--- config.mk ---
export PLATFORM = sky130hd
export DESIGN_NAME = tcm_loader_flat
export DESIGN_NICKNAME = d
export VERILOG_FILES = /design/src/rtl/tcm_loader_if.sv /design/src/rtl/tcm_loader.sv /design/src/flat_wrapper.sv
export SDC_FILE = /design/constraint.sdc
export NUM_CORES = 1
export LEC_CHECK = 0
export CAP_MARGIN = 20
export CELL_PAD_IN_SITES_DETAIL_PLACEMENT = 1
export CELL_PAD_IN_SITES_GLOBAL_PLACEMENT = 2
export CORE_MARGIN = 5
export CORE_UTILIZATION = 33
export DETAILED_ROUTE_END_ITERATION = 7
export GPL_TIMING_DRIVEN = 1
export PLACE_DENSITY_LB_ADDON = 0.08
export SETUP_SLACK_MARGIN = 0.3
export SLEW_MARGIN = 10
export SYNTH_ARGS = -nofsm -noshare
export SYNTH_HDL_FRONTEND = slang
export SYNTH_SLANG_ARGS = --single-unit
--- constraint.sdc ---
create_clock -name clk -period 6.75 [get_ports clk]
set_input_delay 1.35 -clock clk [delete_from_list [all_inputs] [get_ports clk]]
set_output_delay 1.35 -clock clk [all_outputs]
set_load 0.02 [all_outputs]
--- src/rtl/tcm_loader_if.sv ---
// Stream and TCM write bus of the program loader.
//   s_valid/s_ready/s_data/s_last : byte stream into the loader
//   tcm_addr/tcm_wdata            : shared word address and data for both TCMs
//   itcm_we/dtcm_we               : per-SRAM write strobes
// master: the loader side; slave: the stream source and the SRAM side.
interface tcm_loader_if #(
  parameter int unsigned AW = 12
) ();
  logic          s_valid;
  logic          s_ready;
  logic [7:0]    s_data;
  logic          s_last;
  logic [AW-1:0] tcm_addr;
  logic [31:0]   tcm_wdata;
  logic          itcm_we;
  logic          dtcm_we;

  modport master (
    input  s_valid, s_data, s_last,
    output s_ready, tcm_addr, tcm_wdata, itcm_we, dtcm_we
  );

  modport slave (
    output s_valid, s_data, s_last,
    input  s_ready, tcm_addr, tcm_wdata, itcm_we, dtcm_we
  );
endinterface

--- src/rtl/tcm_loader.sv ---
// Program loader in front of ITCM/DTCM: packs a byte stream little-endian
// into 32-bit words, writes them from word 0 upward (optionally mirrored into
// DTCM), optionally zero-fills the rest of the array, and keeps the core in
// reset until loading is complete.
//   clk, rst      : clock, asynchronous active-high reset
//   start_i       : begin a load (honoured only in IDLE/DONE)
//   bus           : byte stream in, TCM write port out (tcm_loader_if.master)
//   cpu_rst_n_o   : core reset, released once DONE is reached
//   pc_rtvec_o    : constant core reset vector
//   busy_o/done_o : loading in progress / load finished
//   ovf_err_o     : image longer than the array; sticky until the next start
module tcm_loader #(
  parameter int unsigned AW        = 12,
  parameter logic [31:0] RST_VEC   = 32'h0000_0080,
  parameter bit          MIRROR    = 1'b1,
  parameter bit          FILL_ZERO = 1'b1
) (
  input  logic        clk,
  input  logic        rst,
  input  logic        start_i,
  tcm_loader_if.master bus,
  output logic        cpu_rst_n_o,
  output logic [31:0] pc_rtvec_o,
  output logic        busy_o,
  output logic        done_o,
  output logic        ovf_err_o
);

  localparam logic [AW-1:0] LAST_IDX = {AW{1'b1}};

  typedef enum logic [1:0] {IDLE, LOAD, FILL, DONE} state_e;

  state_e        state_q, state_d;
  logic [1:0]    byte_cnt_q, byte_cnt_d;
  logic [AW-1:0] word_idx_q, word_idx_d;
  logic [31:0]   asm_q, asm_d;
  logic [AW-1:0] addr_q, addr_d;
  logic [31:0]   wdata_q, wdata_d;
  logic          itcm_we_q, itcm_we_d;
  logic          dtcm_we_q, dtcm_we_d;
  logic          busy_q, busy_d;
  logic          done_q, done_d;
  logic          ovf_q, ovf_d;
  logic          cpu_rst_n_q, cpu_rst_n_d;
  logic          s_ready_c;
  logic          accept_c;
  logic [31:0]   lane_word_c;

  assign s_ready_c   = (state_q == LOAD);
  assign accept_c    = s_ready_c && bus.s_valid;
  // Current byte merged into its lane; lanes above it are still zero.
  assign lane_word_c = asm_q | (32'(bus.s_data) << {byte_cnt_q, 3'b000});

  // State and datapath registers.
  always_ff @(posedge clk or posedge rst) begin
    if (rst) begin
      state_q     <= IDLE;
      byte_cnt_q  <= '0;
      word_idx_q  <= '0;
      asm_q       <= '0;
      addr_q      <= '0;
      wdata_q     <= '0;
      itcm_we_q   <= 1'b0;
      dtcm_we_q   <= 1'b0;
      busy_q      <= 1'b0;
      done_q      <= 1'b0;
      ovf_q       <= 1'b0;
      cpu_rst_n_q <= 1'b0;
    end else begin
      state_q     <= state_d;
      byte_cnt_q  <= byte_cnt_d;
      word_idx_q  <= word_idx_d;
      asm_q       <= asm_d;
      addr_q      <= addr_d;
      wdata_q     <= wdata_d;
      itcm_we_q   <= itcm_we_d;
      dtcm_we_q   <= dtcm_we_d;
      busy_q      <= busy_d;
      done_q      <= done_d;
      ovf_q       <= ovf_d;
      cpu_rst_n_q <= cpu_rst_n_d;
    end
  end

  // Next-state and registered-output logic.
  always_comb begin
    state_d    = state_q;
    byte_cnt_d = byte_cnt_q;
    word_idx_d = word_idx_q;
    asm_d      = asm_q;
    addr_d     = addr_q;
    wdata_d    = wdata_q;
    itcm_we_d  = 1'b0;
    dtcm_we_d  = 1'b0;
    ovf_d      = ovf_q;

    case (state_q)
      IDLE, DONE: begin
        if (start_i) begin
          state_d    = LOAD;
          word_idx_d = '0;
          byte_cnt_d = '0;
          asm_d      = '0;
          ovf_d      = 1'b0;
        end
      end
      LOAD: begin
        if (accept_c) begin
          if (byte_cnt_q == 2'd3 || bus.s_last) begin
            addr_d     = word_idx_q;
            wdata_d    = lane_word_c;
            itcm_we_d  = 1'b1;
            dtcm_we_d  = MIRROR;
            word_idx_d = word_idx_q + AW'(1);
            asm_d      = '0;
            byte_cnt_d = '0;
            if (bus.s_last) begin
              state_d = (FILL_ZERO && word_idx_q != LAST_IDX) ? FILL : DONE;
            end else if (word_idx_q == LAST_IDX) begin
              // Array full but the image goes on: stop and flag it.
              state_d = DONE;
              ovf_d   = 1'b1;
            end
          end else begin
            asm_d      = lane_word_c;
            byte_cnt_d = byte_cnt_q + 2'd1;
          end
        end
      end
      FILL: begin
        addr_d     = word_idx_q;
        wdata_d    = '0;
        itcm_we_d  = 1'b1;
        dtcm_we_d  = MIRROR;
        word_idx_d = word_idx_q + AW'(1);
        if (word_idx_q == LAST_IDX) begin
          state_d = DONE;
        end
      end
      default: state_d = IDLE;
    endcase

    busy_d      = (state_d == LOAD) || (state_d == FILL);
    // Set one cycle after entering DONE, so the core leaves reset only after
    // the last write strobe has been seen by the SRAMs.
    done_d      = (state_q == DONE) && (state_d == DONE);
    cpu_rst_n_d = done_d;
  end

  assign bus.s_ready   = s_ready_c;
  assign bus.tcm_addr  = addr_q;
  assign bus.tcm_wdata = wdata_q;
  assign bus.itcm_we   = itcm_we_q;
  assign bus.dtcm_we   = dtcm_we_q;
  assign cpu_rst_n_o   = cpu_rst_n_q;
  assign pc_rtvec_o    = RST_VEC;
  assign busy_o        = busy_q;
  assign done_o        = done_q;
  assign ovf_err_o     = ovf_q;

endmodule

--- src/flat_wrapper.sv ---
// flat-port wrapper written by rule: the top's interface ports become plain ports
module tcm_loader_flat 
#(
  parameter int unsigned AW        = 12,
  parameter logic [31:0] RST_VEC   = 32'h0000_0080,
  parameter bit          MIRROR    = 1'b1,
  parameter bit          FILL_ZERO = 1'b1
)
  (clk, rst, start_i, cpu_rst_n_o, pc_rtvec_o, busy_o, done_o, ovf_err_o, bus_s_valid, bus_s_data, bus_s_last, bus_s_ready, bus_tcm_addr, bus_tcm_wdata, bus_itcm_we, bus_dtcm_we);
  tcm_loader_if #(.AW(AW)) bus_i ();
  input  logic clk;
  input  logic rst;
  input  logic start_i;
  output logic cpu_rst_n_o;
  output logic [31:0] pc_rtvec_o;
  output logic busy_o;
  output logic done_o;
  output logic ovf_err_o;
  input wire logic [$bits(bus_i.s_valid)-1:0] bus_s_valid;
  input wire logic [$bits(bus_i.s_data)-1:0] bus_s_data;
  input wire logic [$bits(bus_i.s_last)-1:0] bus_s_last;
  output wire logic [$bits(bus_i.s_ready)-1:0] bus_s_ready;
  output wire logic [$bits(bus_i.tcm_addr)-1:0] bus_tcm_addr;
  output wire logic [$bits(bus_i.tcm_wdata)-1:0] bus_tcm_wdata;
  output wire logic [$bits(bus_i.itcm_we)-1:0] bus_itcm_we;
  output wire logic [$bits(bus_i.dtcm_we)-1:0] bus_dtcm_we;
  assign bus_i.s_valid = bus_s_valid;
  assign bus_i.s_data = bus_s_data;
  assign bus_i.s_last = bus_s_last;
  assign bus_s_ready = bus_i.s_ready;
  assign bus_tcm_addr = bus_i.tcm_addr;
  assign bus_tcm_wdata = bus_i.tcm_wdata;
  assign bus_itcm_we = bus_i.itcm_we;
  assign bus_dtcm_we = bus_i.dtcm_we;
  tcm_loader #(.AW(AW), .RST_VEC(RST_VEC), .MIRROR(MIRROR), .FILL_ZERO(FILL_ZERO)) u_core (.clk(clk), .rst(rst), .start_i(start_i), .bus(bus_i), .cpu_rst_n_o(cpu_rst_n_o), .pc_rtvec_o(pc_rtvec_o), .busy_o(busy_o), .done_o(done_o), .ovf_err_o(ovf_err_o));
endmodule
==> impl_metrics.tcl <==
set metrics [dict create \
    reg2reg_from "u_core.state_q[1]" \
    dieArea_mm2 0.0158 \
    multiInputGateArea_mm2 0.00171 \
    synth.largest_area_cell "dfrtp_1" \
    finalClockSkew_ps 5.75 \
    tns_ps 0 \
    timing.hold.ws_ps 472 \
    cts_tree "yes" \
    pwr_density_cell_mw_per_mm2 467 \
    drc 0 \
    utilization 0.402 \
    grt_max_degree 61 \
    io_pins 96 \
    grt_remaining_overflow 0 \
    final_nets 527 \
    total_power_mw 2.47 \
    r2r_cells 6 \
    setup-violations-final 0 \
    n_fill_cell 1529 \
    r2r-end "u_core.word_idx_q[6]" \
    wl_per_cell_um 16.7 \
    vias 3335 \
    path_class "in -> reg" \
    hold_path_class "reg -> reg" \
    avgSynthCellArea_um2 9.51 \
    regArea_mm2 0.00240 \
    worstHoldPathCells 2 \
    grt_pass1_wl_um 19100 \
    vdd_ir_drop_max_mv 0.159 \
    grt_pass1_vias 3562 \
    synthToLayoutAreaGrowth_pct 20.1 \
    syn_inst 464 \
    portBuffers 63 \
    status "completed" \
    insertion_delay_ps 340 \
    hp-start "u_core.bus.tcm_addr[1]" \
    ys_ff_latch 96 \
    wirelength_um 11500 \
    p_leak_nw 2.35 \
    diodes 0 \
    ys_async_sr_fraction 1.00 \
    routabilityCongestion 0.723 \
    cts_setup_buffers 0 \
    clockBufferDepth 2 \
    yosys.area.top_type_share 0.544 \
    numCtsBuffers 9 \
    fin_crit_sh 0.551 \
    ys_top_cells_by_area "dfrtp_1, a21oi_1, nand2_1" \
    grt_usage 0.151 \
    coreArea_mm2 0.0132 \
    relSlewSlack 0.404 \
    hold_path_end "u_core.bus.tcm_addr[1]" \
    htreeDepth 3 \
    critPathLaunchType "input pin" \
    ys.flop_type "dfrtp_1" \
    required_ps 6980 \
    synth_edf_count 0 \
    cts_sinks 96 \
    clk_pin_slew_worst_paths_ps 60 \
    endpoint_kind "register" \
    period_needed_ps 3720 \
    reg2reg_slack_ps 3750 \
    cts-root-buf "clkbuf_16" \
    worstPathArrival_ps 3950 \
    antenna_found_initial 0 \
    yosysWarnings 0 \
    drtIter0Drc 148 \
    syn-cell-area_mm2 0.00441 \
    vias_per_cell 4.85 \
    ant_nets 0 \
    rsz0062_at_grt "false" \
    die_w_um 126 \
    tightest_slew_ps 894 \
    rows 42 \
    die_h_um 126 \
    dpl.hpwl_um 7750 \
    ys_seq_area_frac 0.544 \
    dr.pass1.iters 4 \
    maxCapViolCount 0 \
    maxSlewViolCount 0 \
    hold_viol_final 0 \
    ctsResizeCount 0 \
    ys_types 40 \
    drive_gt1_frac 0.0509 \
    start_util 0.335 \
    fmax_ghz 0.269 \
    path_max_fanout 46 \
    holdBufCountCts 0 \
]
-- synth_stat cells, types with 2 or more instances --
cell / count
nor2_1: 40
dfrtp_1: 96
nand2_1: 74
o21ai_0: 18
or3_1: 2
a31oi_1: 3
nor3_1: 4
a32oi_1: 2
clkbuf_1: 11
ha_1: 7
nand4_1: 4
inv_1: 9
buf_1: 8
and2_1: 3
buf_4: 34
o31ai_1: 32
clkbuf_2: 2
nor4_1: 2
a21o_1: 2
nor3b_2: 3
a22o_1: 5
a21oi_1: 68
conb_1: 2
buf_2: 11
nand3_1: 4
nor2b_1: 4
-- cell type report --
| cell class | count | area share |
|---|---|---|
| inverters | 9 | 0.00684 |
| well taps | 176 | 0.0415 |
| repair buffers | 68 | 0.126 |
| flip-flops and latches | 96 | 0.453 |
| clock inverters | 2 | 0.00307 |
| clock buffers | 13 | 0.0472 |
| multi-input cells | 323 | 0.322 |
-- cell families after synthesis --
family          count (synthesis)  share of synthesized area
flops                          96                      0.544
compound gates                139                      0.190
simple gates                  142                      0.141
buf+inv                        75                     0.0964
xor+xnor                        2                    0.00397
other cells                     2                    0.00170
fa+ha+maj                       7                     0.0198
mux                             1                    0.00312
-- layout by cell type, fill, tap and decap left out, types with 2 or more instances in the layout --
master,Yosys,layout
clkbuf_16,0,9
o31ai_1,32,32
or3_1,2,2
and2_1,3,3
clkdlybuf4s50_1,0,63
clkbuf_1,11,3
nand2_1,74,74
ha_1,7,7
a22o_1,5,5
nor2_1,40,40
a21oi_1,68,68
dfrtp_1,96,96
nor3_1,4,4
nor4_1,2,2
o21ai_0,18,18
nand3_1,4,4
inv_1,9,8
a32oi_1,2,2
nand4_1,4,4
conb_1,2,32
a31oi_1,3,3
buf_4,34,5
nor3b_2,3,3
nor2b_1,4,4
-- power by group --
group          total, mW  switching (mW)  internal, mW
clock network      0.472           0.213         0.259
registers          0.842           0.103         0.739
logic               1.16           0.772         0.388
-- metal layers --
metal / track usage / share of wire / vias up
met5: 0 / 0 / -
met4: 0.0548 / 0.017 / 0
met3: 0.0318 / 0.042 / 16
met2: 0.238 / 0.45 / 91
met1: 0.206 / 0.49 / 1621
li1: - / - / 1607
-- state kept, by name, indices dropped and copies added (netlist names) --
signal                flops
u_core.word_idx_q        12
u_core.state_q            2
u_core.byte_cnt_q         2
u_core.ovf_err_o          1
u_core.bus.tcm_wdata     32
u_core.busy_o             1
u_core.bus.dtcm_we        1
u_core.asm_q             32
u_core.done_o             1
u_core.bus.tcm_addr      12
-- through the flow --
step | instance area [um^2] | instances | setup WS (ps)
3_3_place_gp | 5030 | 671 | 2780
6_report | 5300 | 687 | 3030
5_1_grt | 5300 | 687 | 2820
4_1_cts | 5290 | 686 | 3010
3_5_place_dp | 5030 | 671 | 2640
2_1_floorplan | 4530 | 494 | 2890
-- critical path, cell delays in order --
cell and delay [ps]:
clkdlybuf4s50_1 480, o21ai_1 380, a21o_2 720, buf_4 530, o21ai_0 180, a22o_1 270
-- worst max path at each step --
| stage | slack, ps | depth (start not counted) | end | from |
|---|---|---|---|---|
| after detailed placement | 2640 | 6 | u_core.word_idx_q[6] | bus_s_last |
| after global placement | 2780 | 6 | u_core.word_idx_q[8] | bus_s_last |
| after CTS | 3010 | 6 | u_core.word_idx_q[6] | bus_s_last |
| final | 3030 | 6 | u_core.word_idx_q[6] | bus_s_last |
| after global routing | 2820 | 6 | u_core.word_idx_q[6] | bus_s_last |
| after floorplan | 2890 | 1 | u_core.asm_q[0] | rst |
Note: power is estimated with default switching activity, not from simulation.
